==> config.mk <==
export PLATFORM = sky130hd
export DESIGN_NAME = pcie_msix_shdw_tracker_flat
export DESIGN_NICKNAME = d
export VERILOG_FILES = /design/src/rtl/pcie_msix_shdw_tracker_pkg.sv /design/src/rtl/pcie_msix_shdw_tracker_if.sv /design/src/rtl/pcie_msix_shdw_tracker_seq.sv /design/src/rtl/pcie_msix_shdw_tracker.sv /design/src/flat_wrapper.sv
export SDC_FILE = /design/constraint.sdc
export NUM_CORES = 1
export LEC_CHECK = 0
export ABC_AREA = 1
export CAP_MARGIN = 20
export CORE_MARGIN = 4
export CORE_UTILIZATION = 44
export CTS_CLUSTER_DIAMETER = 30
export CTS_CLUSTER_SIZE = 8
export DETAILED_ROUTE_END_ITERATION = 7
export GPL_ROUTABILITY_DRIVEN = 0
export PLACE_DENSITY = 0.76
export SETUP_SLACK_MARGIN = 0.3
export SLEW_MARGIN = 20
export SYNTH_ARGS = -nofsm -noshare
export SYNTH_HDL_FRONTEND = slang
export SYNTH_SLANG_ARGS = --single-unit
==> constraint.sdc <==
create_clock -name clk -period 1.9 [get_ports clk]
set_input_delay 0.38 -clock clk [delete_from_list [all_inputs] [get_ports clk]]
set_output_delay 0.38 -clock clk [all_outputs]
set_load 0.02 [all_outputs]
==> src/rtl/pcie_msix_shdw_tracker_pkg.sv <==
// Shared types and constants for the MSI-X control-shadow tracker.
// Optional TPH capture is enabled by defining MSIX_SHDW_TPH_EN.
package pcie_msix_shdw_pkg;

    localparam int SHDW_VF_NUM_W = 11;
    localparam int SHDW_PF_NUM_W = 2;

    typedef enum logic [1:0] {
        IDLE  = 2'd0,
        REQ   = 2'd1,
        SCAN  = 2'd2,
        TRACK = 2'd3
    } t_shdw_state;

    typedef struct packed {
        logic       ats_en;
        logic       tph_req_en;
        logic [1:0] tph_st_mode;
        logic       msix_en;
        logic       fn_mask;
        logic       bme;
    } t_shdw_cfg;

    // Width of a counter that must hold values 0..n without wrapping.
    function automatic int shdw_cnt_w(input int n);
        return (n < 1) ? 1 : $clog2(n + 1);
    endfunction

endpackage

==> src/rtl/pcie_msix_shdw_tracker_if.sv <==
// Shadow-update, lookup and status bundle between the PCIe EP side and the tracker.
// TPH status signals exist only when MSIX_SHDW_TPH_EN is defined.
interface pcie_msix_shdw_tracker_if #(
    parameter int NUM_PFS = 1,
    parameter int NUM_VFS = 4
) ();
    import pcie_msix_shdw_pkg::*;

    logic                      resync_req;
    logic                      ctl_shdw_update;
    logic [SHDW_PF_NUM_W-1:0]  ctl_shdw_pf_num;
    logic [SHDW_VF_NUM_W-1:0]  ctl_shdw_vf_num;
    logic                      ctl_shdw_vf_active;
    logic [6:0]                ctl_shdw_cfg;
    logic                      ctl_shdw_req_all;

    logic [NUM_PFS-1:0]        pf_msix_en;
    logic [NUM_PFS-1:0]        pf_msix_mask;
    logic [NUM_PFS-1:0]        pf_bme;
    logic [NUM_VFS-1:0]        vf_msix_en;
    logic [NUM_VFS-1:0]        vf_msix_mask;

    logic                      lkup_valid;
    logic                      lkup_vf_active;
    logic [SHDW_VF_NUM_W-1:0]  lkup_num;
    logic                      lkup_rsp_valid;
    logic                      lkup_rsp_en;
    logic                      lkup_rsp_mask;

    logic                      shdw_synced;
    logic                      shdw_range_err;

`ifdef MSIX_SHDW_TPH_EN
    logic [NUM_VFS-1:0]        vf_tph_en;
    logic [2*NUM_VFS-1:0]      vf_tph_st_mode;
    logic [NUM_PFS-1:0]        pf_tph_en;
    logic [2*NUM_PFS-1:0]      pf_tph_st_mode;
`endif

    modport master (
        output resync_req, ctl_shdw_update, ctl_shdw_pf_num, ctl_shdw_vf_num,
               ctl_shdw_vf_active, ctl_shdw_cfg, lkup_valid, lkup_vf_active, lkup_num,
        input  ctl_shdw_req_all, pf_msix_en, pf_msix_mask, pf_bme, vf_msix_en,
               vf_msix_mask, lkup_rsp_valid, lkup_rsp_en, lkup_rsp_mask,
               shdw_synced, shdw_range_err
`ifdef MSIX_SHDW_TPH_EN
        , input vf_tph_en, vf_tph_st_mode, pf_tph_en, pf_tph_st_mode
`endif
    );

    modport slave (
        input  resync_req, ctl_shdw_update, ctl_shdw_pf_num, ctl_shdw_vf_num,
               ctl_shdw_vf_active, ctl_shdw_cfg, lkup_valid, lkup_vf_active, lkup_num,
        output ctl_shdw_req_all, pf_msix_en, pf_msix_mask, pf_bme, vf_msix_en,
               vf_msix_mask, lkup_rsp_valid, lkup_rsp_en, lkup_rsp_mask,
               shdw_synced, shdw_range_err
`ifdef MSIX_SHDW_TPH_EN
        , output vf_tph_en, vf_tph_st_mode, pf_tph_en, pf_tph_st_mode
`endif
    );

endinterface

==> src/rtl/pcie_msix_shdw_tracker_seq.sv <==
// Startup/resync sequencer: issues the req_all pulse, then counts accepted
// updates (or times out) before declaring the shadow copy synced.
module pcie_msix_shdw_seq
    import pcie_msix_shdw_pkg::*;
#(
    parameter int NUM_FUNCS    = 5,
    parameter int SCAN_TIMEOUT = 4096
) (
    input  logic clk,
    input  logic reset,
    input  logic resync_req_i,
    input  logic upd_acc_i,
    output logic req_all_o,
    output logic synced_o
);

    localparam int CNT_W = shdw_cnt_w(NUM_FUNCS);
    localparam int TMO_W = (SCAN_TIMEOUT > 1) ? $clog2(SCAN_TIMEOUT) : 1;
    localparam logic [CNT_W-1:0] CNT_TGT  = CNT_W'(NUM_FUNCS);
    localparam logic [TMO_W-1:0] TMO_LAST = TMO_W'(SCAN_TIMEOUT - 1);

    t_shdw_state      state_q;
    logic [CNT_W-1:0] cnt_q, cnt_d;
    logic [TMO_W-1:0] tmo_q, tmo_d;
    logic             req_all_q;
    logic             synced_q;

    // Both counters saturate; the exit test uses the post-increment values so
    // the transition lands on the edge that samples the final update/cycle.
    always_comb begin
        cnt_d = cnt_q;
        if (upd_acc_i && (cnt_q != CNT_TGT)) begin
            cnt_d = cnt_q + CNT_W'(1);
        end
        tmo_d = (tmo_q == TMO_LAST) ? tmo_q : tmo_q + TMO_W'(1);
    end

    always_ff @(posedge clk) begin
        if (reset) begin
            state_q   <= IDLE;
            cnt_q     <= '0;
            tmo_q     <= '0;
            req_all_q <= 1'b0;
            synced_q  <= 1'b0;
        end else begin
            req_all_q <= 1'b0;
            case (state_q)
                IDLE: begin
                    state_q   <= REQ;
                    req_all_q <= 1'b1;
                end
                REQ: begin
                    cnt_q <= '0;
                    tmo_q <= '0;
                    if (resync_req_i) begin
                        req_all_q <= 1'b1;
                    end else begin
                        state_q <= SCAN;
                    end
                end
                SCAN: begin
                    if (resync_req_i) begin
                        state_q   <= REQ;
                        req_all_q <= 1'b1;
                    end else if ((cnt_d == CNT_TGT) || (tmo_d == TMO_LAST)) begin
                        state_q  <= TRACK;
                        synced_q <= 1'b1;
                    end else begin
                        cnt_q <= cnt_d;
                        tmo_q <= tmo_d;
                    end
                end
                TRACK: begin
                    if (resync_req_i) begin
                        state_q   <= REQ;
                        req_all_q <= 1'b1;
                        synced_q  <= 1'b0;
                    end
                end
                default: state_q <= IDLE;
            endcase
        end
    end

    assign req_all_o = req_all_q;
    assign synced_o  = synced_q;

endmodule

==> src/rtl/pcie_msix_shdw_tracker.sv <==
// Per-PF/VF MSI-X enable, mask and BME shadow table with a 1-cycle lookup port.
// Define MSIX_SHDW_TPH_EN to also capture TPH enable and steering-tag mode.
module pcie_msix_shdw_tracker
    import pcie_msix_shdw_pkg::*;
#(
    parameter int NUM_PFS      = 1,
    parameter int NUM_VFS      = 4,
    parameter int SCAN_TIMEOUT = 4096
) (
    input  logic                     clk,
    input  logic                     reset,
    pcie_msix_shdw_tracker_if.slave  bus
);

    t_shdw_cfg          cfg;
    logic               vf_hit, pf_hit, upd_acc;
    logic [NUM_VFS-1:0] vf_en_q, vf_en_d, vf_mask_q, vf_mask_d;
    logic [NUM_PFS-1:0] pf_en_q, pf_en_d, pf_mask_q, pf_mask_d, pf_bme_q, pf_bme_d;
    logic               range_err_q, range_err_d;
    logic               lk_vld_q, lk_en_q, lk_en_d, lk_mask_q, lk_mask_d;
`ifdef MSIX_SHDW_TPH_EN
    logic [NUM_VFS-1:0]   vf_tph_en_q, vf_tph_en_d;
    logic [2*NUM_VFS-1:0] vf_tph_st_q, vf_tph_st_d;
    logic [NUM_PFS-1:0]   pf_tph_en_q, pf_tph_en_d;
    logic [2*NUM_PFS-1:0] pf_tph_st_q, pf_tph_st_d;
`else
    logic                 unused_tph_cfg;
    assign unused_tph_cfg = ^{cfg.tph_req_en, cfg.tph_st_mode};
`endif
    logic                 unused_ats_cfg;

    assign cfg            = t_shdw_cfg'(bus.ctl_shdw_cfg);
    assign unused_ats_cfg = cfg.ats_en;

    // Decode by comparing against every table index so that out-of-range
    // numbers simply hit nothing, which doubles as the range check.
    always_comb begin
        vf_en_d   = vf_en_q;
        vf_mask_d = vf_mask_q;
        pf_en_d   = pf_en_q;
        pf_mask_d = pf_mask_q;
        pf_bme_d  = pf_bme_q;
`ifdef MSIX_SHDW_TPH_EN
        vf_tph_en_d = vf_tph_en_q;
        vf_tph_st_d = vf_tph_st_q;
        pf_tph_en_d = pf_tph_en_q;
        pf_tph_st_d = pf_tph_st_q;
`endif
        vf_hit = 1'b0;
        pf_hit = 1'b0;
        for (int i = 0; i < NUM_VFS; i++) begin
            if (SHDW_VF_NUM_W'(i) == bus.ctl_shdw_vf_num) begin
                vf_hit = 1'b1;
                if (bus.ctl_shdw_update && bus.ctl_shdw_vf_active) begin
                    vf_en_d[i]   = cfg.msix_en;
                    vf_mask_d[i] = cfg.fn_mask;
`ifdef MSIX_SHDW_TPH_EN
                    vf_tph_en_d[i]       = cfg.tph_req_en;
                    vf_tph_st_d[2*i +: 2] = cfg.tph_st_mode;
`endif
                end
            end
        end
        for (int i = 0; i < NUM_PFS; i++) begin
            if (SHDW_PF_NUM_W'(i) == bus.ctl_shdw_pf_num) begin
                pf_hit = 1'b1;
                if (bus.ctl_shdw_update && !bus.ctl_shdw_vf_active) begin
                    pf_en_d[i]   = cfg.msix_en;
                    pf_mask_d[i] = cfg.fn_mask;
                    pf_bme_d[i]  = cfg.bme;
`ifdef MSIX_SHDW_TPH_EN
                    pf_tph_en_d[i]       = cfg.tph_req_en;
                    pf_tph_st_d[2*i +: 2] = cfg.tph_st_mode;
`endif
                end
            end
        end
        upd_acc     = bus.ctl_shdw_update && (bus.ctl_shdw_vf_active ? vf_hit : pf_hit);
        range_err_d = range_err_q | (bus.ctl_shdw_update & ~upd_acc);
    end

    // Lookup reads the registered table, so a same-cycle update is not visible.
    always_comb begin
        lk_en_d   = 1'b0;
        lk_mask_d = 1'b1;
        if (bus.lkup_vf_active) begin
            for (int i = 0; i < NUM_VFS; i++) begin
                if (SHDW_VF_NUM_W'(i) == bus.lkup_num) begin
                    lk_en_d   = vf_en_q[i];
                    lk_mask_d = vf_mask_q[i];
                end
            end
        end else begin
            for (int i = 0; i < NUM_PFS; i++) begin
                if (SHDW_VF_NUM_W'(i) == bus.lkup_num) begin
                    lk_en_d   = pf_en_q[i];
                    lk_mask_d = pf_mask_q[i];
                end
            end
        end
    end

    always_ff @(posedge clk) begin
        if (reset) begin
            vf_en_q     <= '0;
            vf_mask_q   <= '0;
            pf_en_q     <= '0;
            pf_mask_q   <= '0;
            pf_bme_q    <= '0;
            range_err_q <= 1'b0;
            lk_vld_q    <= 1'b0;
            lk_en_q     <= 1'b0;
            lk_mask_q   <= 1'b0;
`ifdef MSIX_SHDW_TPH_EN
            vf_tph_en_q <= '0;
            vf_tph_st_q <= '0;
            pf_tph_en_q <= '0;
            pf_tph_st_q <= '0;
`endif
        end else begin
            vf_en_q     <= vf_en_d;
            vf_mask_q   <= vf_mask_d;
            pf_en_q     <= pf_en_d;
            pf_mask_q   <= pf_mask_d;
            pf_bme_q    <= pf_bme_d;
            range_err_q <= range_err_d;
            lk_vld_q    <= bus.lkup_valid;
            lk_en_q     <= lk_en_d;
            lk_mask_q   <= lk_mask_d;
`ifdef MSIX_SHDW_TPH_EN
            vf_tph_en_q <= vf_tph_en_d;
            vf_tph_st_q <= vf_tph_st_d;
            pf_tph_en_q <= pf_tph_en_d;
            pf_tph_st_q <= pf_tph_st_d;
`endif
        end
    end

    pcie_msix_shdw_seq #(
        .NUM_FUNCS    (NUM_PFS + NUM_VFS),
        .SCAN_TIMEOUT (SCAN_TIMEOUT)
    ) u_seq (
        .clk          (clk),
        .reset        (reset),
        .resync_req_i (bus.resync_req),
        .upd_acc_i    (upd_acc),
        .req_all_o    (bus.ctl_shdw_req_all),
        .synced_o     (bus.shdw_synced)
    );

    assign bus.pf_msix_en     = pf_en_q;
    assign bus.pf_msix_mask   = pf_mask_q;
    assign bus.pf_bme         = pf_bme_q;
    assign bus.vf_msix_en     = vf_en_q;
    assign bus.vf_msix_mask   = vf_mask_q;
    assign bus.shdw_range_err = range_err_q;
    assign bus.lkup_rsp_valid = lk_vld_q;
    assign bus.lkup_rsp_en    = lk_en_q;
    assign bus.lkup_rsp_mask  = lk_mask_q;
`ifdef MSIX_SHDW_TPH_EN
    assign bus.vf_tph_en      = vf_tph_en_q;
    assign bus.vf_tph_st_mode = vf_tph_st_q;
    assign bus.pf_tph_en      = pf_tph_en_q;
    assign bus.pf_tph_st_mode = pf_tph_st_q;
`endif

endmodule

==> src/flat_wrapper.sv <==
// flat-port wrapper written by rule: the top's interface ports become plain ports
module pcie_msix_shdw_tracker_flat import pcie_msix_shdw_pkg::*;
#(
    parameter int NUM_PFS      = 1,
    parameter int NUM_VFS      = 4,
    parameter int SCAN_TIMEOUT = 4096
)
  (clk, reset, bus_resync_req, bus_ctl_shdw_update, bus_ctl_shdw_pf_num, bus_ctl_shdw_vf_num, bus_ctl_shdw_vf_active, bus_ctl_shdw_cfg, bus_lkup_valid, bus_lkup_vf_active, bus_lkup_num, bus_ctl_shdw_req_all, bus_pf_msix_en, bus_pf_msix_mask, bus_pf_bme, bus_vf_msix_en, bus_vf_msix_mask, bus_lkup_rsp_valid, bus_lkup_rsp_en, bus_lkup_rsp_mask, bus_shdw_synced, bus_shdw_range_err);
  pcie_msix_shdw_tracker_if #(.NUM_PFS(NUM_PFS), .NUM_VFS(NUM_VFS)) bus_i ();
  input  logic clk;
  input  logic reset;
  input wire logic [$bits(bus_i.resync_req)-1:0] bus_resync_req;
  input wire logic [$bits(bus_i.ctl_shdw_update)-1:0] bus_ctl_shdw_update;
  input wire logic [$bits(bus_i.ctl_shdw_pf_num)-1:0] bus_ctl_shdw_pf_num;
  input wire logic [$bits(bus_i.ctl_shdw_vf_num)-1:0] bus_ctl_shdw_vf_num;
  input wire logic [$bits(bus_i.ctl_shdw_vf_active)-1:0] bus_ctl_shdw_vf_active;
  input wire logic [$bits(bus_i.ctl_shdw_cfg)-1:0] bus_ctl_shdw_cfg;
  input wire logic [$bits(bus_i.lkup_valid)-1:0] bus_lkup_valid;
  input wire logic [$bits(bus_i.lkup_vf_active)-1:0] bus_lkup_vf_active;
  input wire logic [$bits(bus_i.lkup_num)-1:0] bus_lkup_num;
  output wire logic [$bits(bus_i.ctl_shdw_req_all)-1:0] bus_ctl_shdw_req_all;
  output wire logic [$bits(bus_i.pf_msix_en)-1:0] bus_pf_msix_en;
  output wire logic [$bits(bus_i.pf_msix_mask)-1:0] bus_pf_msix_mask;
  output wire logic [$bits(bus_i.pf_bme)-1:0] bus_pf_bme;
  output wire logic [$bits(bus_i.vf_msix_en)-1:0] bus_vf_msix_en;
  output wire logic [$bits(bus_i.vf_msix_mask)-1:0] bus_vf_msix_mask;
  output wire logic [$bits(bus_i.lkup_rsp_valid)-1:0] bus_lkup_rsp_valid;
  output wire logic [$bits(bus_i.lkup_rsp_en)-1:0] bus_lkup_rsp_en;
  output wire logic [$bits(bus_i.lkup_rsp_mask)-1:0] bus_lkup_rsp_mask;
  output wire logic [$bits(bus_i.shdw_synced)-1:0] bus_shdw_synced;
  output wire logic [$bits(bus_i.shdw_range_err)-1:0] bus_shdw_range_err;
  assign bus_i.resync_req = bus_resync_req;
  assign bus_i.ctl_shdw_update = bus_ctl_shdw_update;
  assign bus_i.ctl_shdw_pf_num = bus_ctl_shdw_pf_num;
  assign bus_i.ctl_shdw_vf_num = bus_ctl_shdw_vf_num;
  assign bus_i.ctl_shdw_vf_active = bus_ctl_shdw_vf_active;
  assign bus_i.ctl_shdw_cfg = bus_ctl_shdw_cfg;
  assign bus_i.lkup_valid = bus_lkup_valid;
  assign bus_i.lkup_vf_active = bus_lkup_vf_active;
  assign bus_i.lkup_num = bus_lkup_num;
  assign bus_ctl_shdw_req_all = bus_i.ctl_shdw_req_all;
  assign bus_pf_msix_en = bus_i.pf_msix_en;
  assign bus_pf_msix_mask = bus_i.pf_msix_mask;
  assign bus_pf_bme = bus_i.pf_bme;
  assign bus_vf_msix_en = bus_i.vf_msix_en;
  assign bus_vf_msix_mask = bus_i.vf_msix_mask;
  assign bus_lkup_rsp_valid = bus_i.lkup_rsp_valid;
  assign bus_lkup_rsp_en = bus_i.lkup_rsp_en;
  assign bus_lkup_rsp_mask = bus_i.lkup_rsp_mask;
  assign bus_shdw_synced = bus_i.shdw_synced;
  assign bus_shdw_range_err = bus_i.shdw_range_err;
  pcie_msix_shdw_tracker #(.NUM_PFS(NUM_PFS), .NUM_VFS(NUM_VFS), .SCAN_TIMEOUT(SCAN_TIMEOUT)) u_core (.clk(clk), .reset(reset), .bus(bus_i));
endmodule
==> results.sh, run 1 <==
export IMPL_grt_overflow=0
export IMPL_synth_distinct_cells=32
export IMPL_drt_wl_total_mm=6.28
export IMPL_critical_path_top_delay_family="simple AND/OR/NAND/NOR gates"
export IMPL_drc_errors=0
export IMPL_slowest_delay_ps=380
export IMPL_cts_max_level=2
export IMPL_totalPowerFinal_mw=1.91
export IMPL_grt_pass1_wl_mm=10.4
export IMPL_synth_seq_cells=34
export IMPL_crit_slowest_cell="dfxtp_4"
export IMPL_cts_root_buf="clkbuf_8"
export IMPL_netlist_instances=316
export IMPL_dp_hpwl_mm=4.10
export IMPL_hold_start="u_core.u_seq.synced_o$_SDFFE_PP0P_"
export IMPL_die_area_um2=5990
export IMPL_tightest_slew_ps=649
export IMPL_grt_max_degree=22
export IMPL_initial_core_util_pct=47.0
export IMPL_wl_per_cell_um=13.5
export IMPL_layout_drive_gt1_share_pct=28.8
export IMPL_hold_depth=2
export IMPL_status="complete, but fails checks"
export IMPL_yosysWarnings=0
export IMPL_vdd_drop_max_mv=0.695
export IMPL_setup_ws_ps=-123
export IMPL_crit_buf_inv=3
export IMPL_drt_iter0_markers=145
export IMPL_area_growth_pct=56.4
export IMPL_worstPathRequired_ps=2120
export IMPL_fp_dieH_um=77.4
export IMPL_arrival_ps=2250
export IMPL_max_cap_violations=0
export IMPL_ant_nets=0
export IMPL_fin_crit_sh_pct=106
export IMPL_antenna_found_initial=0
export IMPL_grt_total_usage_pct=21.0
export IMPL_critPathLaunchType="flop"
export IMPL_portBuffers=50
export IMPL_critPathKind="reg -> reg"
export IMPL_synth_seq_area_share_pct=32.2
export IMPL_rsz0062_at_grt="yes"
export IMPL_cts_buffers=5
export IMPL_grt_pass1_vias=2429
export IMPL_violations="setup timing"
export IMPL_ctsHoldBuffers=0
export IMPL_die_w_um=77.4
export IMPL_firstDrtPassIters=5
export IMPL_avgSynthCellArea_um2=6.70
export IMPL_vias=2437
export IMPL_clk_pin_slew_ps=80
export IMPL_final_hold_violation_count=0
export IMPL_cts_sinks=34
export IMPL_endpoint_kind="flop"
export IMPL_fillers=345
export IMPL_min_period_ps=2020
export IMPL_min_path_type="reg -> reg"
export IMPL_clk_latency_ps=290
export IMPL_slew_headroom_pct=56.6
export IMPL_finClkSkew_ps=10.1
export IMPL_final_nets=458
export IMPL_dpl_cell_count=440
export IMPL_syn_nets=362
export IMPL_timing_fmax_mhz=494
export IMPL_r2r_setup_slack_ps=-120
export IMPL_cp_common_cell="nand2_2"
export IMPL_worstRegToRegCells=15
export IMPL_p_leak_nw=1.66
export IMPL_drv_slew=0
export IMPL_synth_area_um2=2120
export IMPL_min_to="u_core.u_seq.synced_o$_SDFFE_PP0P_"
export IMPL_power_density_nw_per_um2=577
export IMPL_setup_viol=17
export IMPL_fp_row_count=24
export IMPL_post_dp_cell_area_um2=2900
export IMPL_cts_buffer_depth=2
export IMPL_fin_area_um2=3310
export IMPL_vias_per_cell=5.24
export IMPL_cp_max_fo=7
export IMPL_io_pins=55
export IMPL_worstPathCellList="ha_4 > inv_2 > nor2_4 > nand3_2 > nand2_2 > nand2_2 > o21ai_2 > nand2_1 > nor2_2 > nand2_2 > nand3_4 > buf_12 > buf_12 > nand3_1 > a21oi_2"
export IMPL_fin_cells=465
export IMPL_core_area_um2=4500
export IMPL_r2r_start="u_core.u_seq.tmo_q[0]$_SDFFE_PP0P_"
export IMPL_r2r_end="u_core.u_seq.tmo_q[5]$_SDFFE_PP0P_"
export IMPL_cts_tree="built"
export IMPL_diodes=0
==> flip-flops by register name, indices dropped and copies added (netlist names) <==
name                       count
u_core.u_seq.synced_o          1
u_core.bus.lkup_rsp_mask       1
u_core.bus.lkup_rsp_en         1
u_core.u_seq.cnt_q             3
u_core.bus.vf_msix_mask        4
u_core.bus.pf_msix_mask        1
u_core.bus.vf_msix_en          4
u_core.u_seq.req_all_o         1
u_core.bus.pf_msix_en          1
u_core.bus.pf_bme              1
u_core.u_seq.state_q           2
u_core.bus.lkup_rsp_valid      1
u_core.u_seq.tmo_q            12
u_core.bus.shdw_range_err      1
==> how the worst max path moves through the flow <==
stage	to	start	depth (start not counted)	slack, ps
2_1_floorplan	u_core.u_seq.tmo_q[3]$_SDFFE_PP0P_	bus_ctl_shdw_vf_num[3]	13	130
3_3_place_gp	u_core.u_seq.cnt_q[1]$_SDFFE_PP0P_	bus_ctl_shdw_vf_num[3]	13	-320
3_5_place_dp	u_core.u_seq.tmo_q[10]$_SDFFE_PP0P_	bus_ctl_shdw_vf_num[9]	15	-380
4_1_cts	u_core.u_seq.tmo_q[5]$_SDFFE_PP0P_	u_core.u_seq.tmo_q[0]$_SDFFE_PP0P_	16	-1
5_1_grt	u_core.u_seq.tmo_q[0]$_SDFFE_PP0P_	u_core.u_seq.tmo_q[0]$_SDFFE_PP0P_	15	-240
6_report	u_core.u_seq.tmo_q[5]$_SDFFE_PP0P_	u_core.u_seq.tmo_q[0]$_SDFFE_PP0P_	15	-120
==> worst register-to-register path, cell delays in order (launching register included) <==
cell and delay (ps):
dfxtp_4 380, ha_4 160, inv_2 50, nor2_4 130
nand3_2 90, nand2_2 90, nand2_2 60, o21ai_2 140
nand2_1 80, nor2_2 140, nand2_2 90, nand3_4 80
buf_12 130, buf_12 130, nand3_1 90, a21oi_2 140
==> area by class of cell <==
class,count,area (µm²),share of cell area (%)
Multi-Input combinational cell,238,1410,42.5
Timing Repair Buffer,94,892,26.9
Sequential cell,34,698,21.1
Inverter,39,159,4.80
Clock buffer,7,86.3,2.61
Clock inverter,1,5.00,0.151
Tap cell,52,65.1,1.96
==> metal layers <==
| layer | track usage, % | vias to the layer above | wire length [µm] |
|---|---|---|---|
| li1 | - | 1238 | - |
| met1 | 24.1 | 1108 | 2750 |
| met2 | 36.1 | 81 | 3060 |
| met3 | 6.48 | 10 | 388 |
| met4 | 8.90 | 0 | 84 |
| met5 | 0 | - | 0 |
==> cells by family (layout without fill, tap and decap cells) <==
| family | count (synthesis) | in the layout | synth area share (%) |
|---|---|---|---|
| simple gates | 168 | 170 | 37.4 |
| compound gates | 58 | 58 | 15.2 |
| buf+inv | 46 | 141 | 9.75 |
| flops | 34 | 34 | 32.2 |
| fa+ha+maj | 8 | 8 | 4.73 |
| xor+xnor | 2 | 2 | 0.828 |
==> metrics by stage <==
step           util [%]  setup WS [ps]  TNS [ps]  hold slack [ps]
6_report           73.5           -123     -1660              474
5_1_grt            73.5           -243     -3730              511
4_1_cts            70.4         -0.971    -0.971              477
3_5_place_dp       64.3           -379     -6500              463
3_3_place_gp       64.3           -323     -5330              447
2_1_floorplan         -            133         0              459
==> cells in the mapped netlist <==
library cell  instances  area share (%)
a21oi_1              27             6.4
a21oi_2               3             1.2
buf_2                 1            0.24
buf_4                 1            0.35
buf_6                 2             1.1
buf_8                 1            0.71
clkbuf_1              2            0.35
dfxtp_1              34              32
ha_1                  8             4.7
inv_1                38             6.7
inv_4                 1            0.30
nand2_1              78              14
nand2_2               4             1.2
nand3_1              31             7.3
nand3_4               2             1.7
nand4_1              11             3.3
nand4_4               1             1.0
nor2_1               28             5.0
nor2_2                3            0.89
nor2_8                1            0.95
nor3_1                6             1.4
o211ai_1              2            0.71
o21a_1                2            0.71
o21ai_0              16             3.8
o21ai_1               4            0.95
o21bai_1              2            0.71
o22ai_1               1            0.30
o31a_1                1            0.41
or2_0                 1            0.30
or2_1                 1            0.30
or2_2                 1            0.30
xnor2_1               2            0.83
==> cells in the final DEF, fill, tap and decap left out, types with 11 or more instances in the layout <==
cell             netlist  final
a21oi_1               27     21
buf_4                  1     38
clkdlybuf4s50_1        0     12
dfxtp_1               34     26
dlygate4sd2_1          0     24
dlymetal6s2s_1         0     14
inv_1                 38     33
nand2_1               78     65
nand2_2                4     16
nand3_1               31     23
nand4_1               11     11
nor2_1                28     23
o21ai_0               16     14
==> report_power, final <==
group / total (mW) / switching [mW] / leakage [nW] / internal (mW)
Sequential: 0.776 / 0.0314 / 0.281 / 0.744
Clock: 0.562 / 0.269 / 0.0482 / 0.293
Combinational: 0.572 / 0.330 / 1.33 / 0.242
Total: 1.91 / 0.631 / 1.66 / 1.28
==> repair_timing <==
| action | 4_1_cts | 5_1_grt |
|---|---|---|
| setup buffers | 9 | 5 |
| gates resized for setup | 56 | 35 |
| setup endpoints to repair | 34 | 25 |
| pin swaps | 19 | 28 |
| hold endpoints to repair | 0 | 0 |
| gates cloned | 3 | 0 |
No activity file was read; power rests on OpenSTA's default activity.
==> run 2, diff against run 1 <==
--- a/config.mk
+++ b/config.mk
@@ -13,6 +13,7 @@
 export CTS_CLUSTER_SIZE = 8
 export DETAILED_ROUTE_END_ITERATION = 7
 export GPL_ROUTABILITY_DRIVEN = 0
+export HOLD_SLACK_MARGIN = 0.02
 export PLACE_DENSITY = 0.76
 export SETUP_SLACK_MARGIN = 0.3
 export SLEW_MARGIN = 20
==> results of run 2 <==
Final layout, timing and power as in run 1 (identical DEF).
==> run 3, diff against run 2 <==
--- a/config.mk
+++ b/config.mk
@@ -6,6 +6,7 @@
 export NUM_CORES = 1
 export LEC_CHECK = 0
 export ABC_AREA = 1
+export ABC_CLOCK_PERIOD_IN_PS = 1900
 export CAP_MARGIN = 20
 export CORE_MARGIN = 4
 export CORE_UTILIZATION = 44
==> results of run 3 <==
Final layout, timing and power as in run 1 (identical DEF).
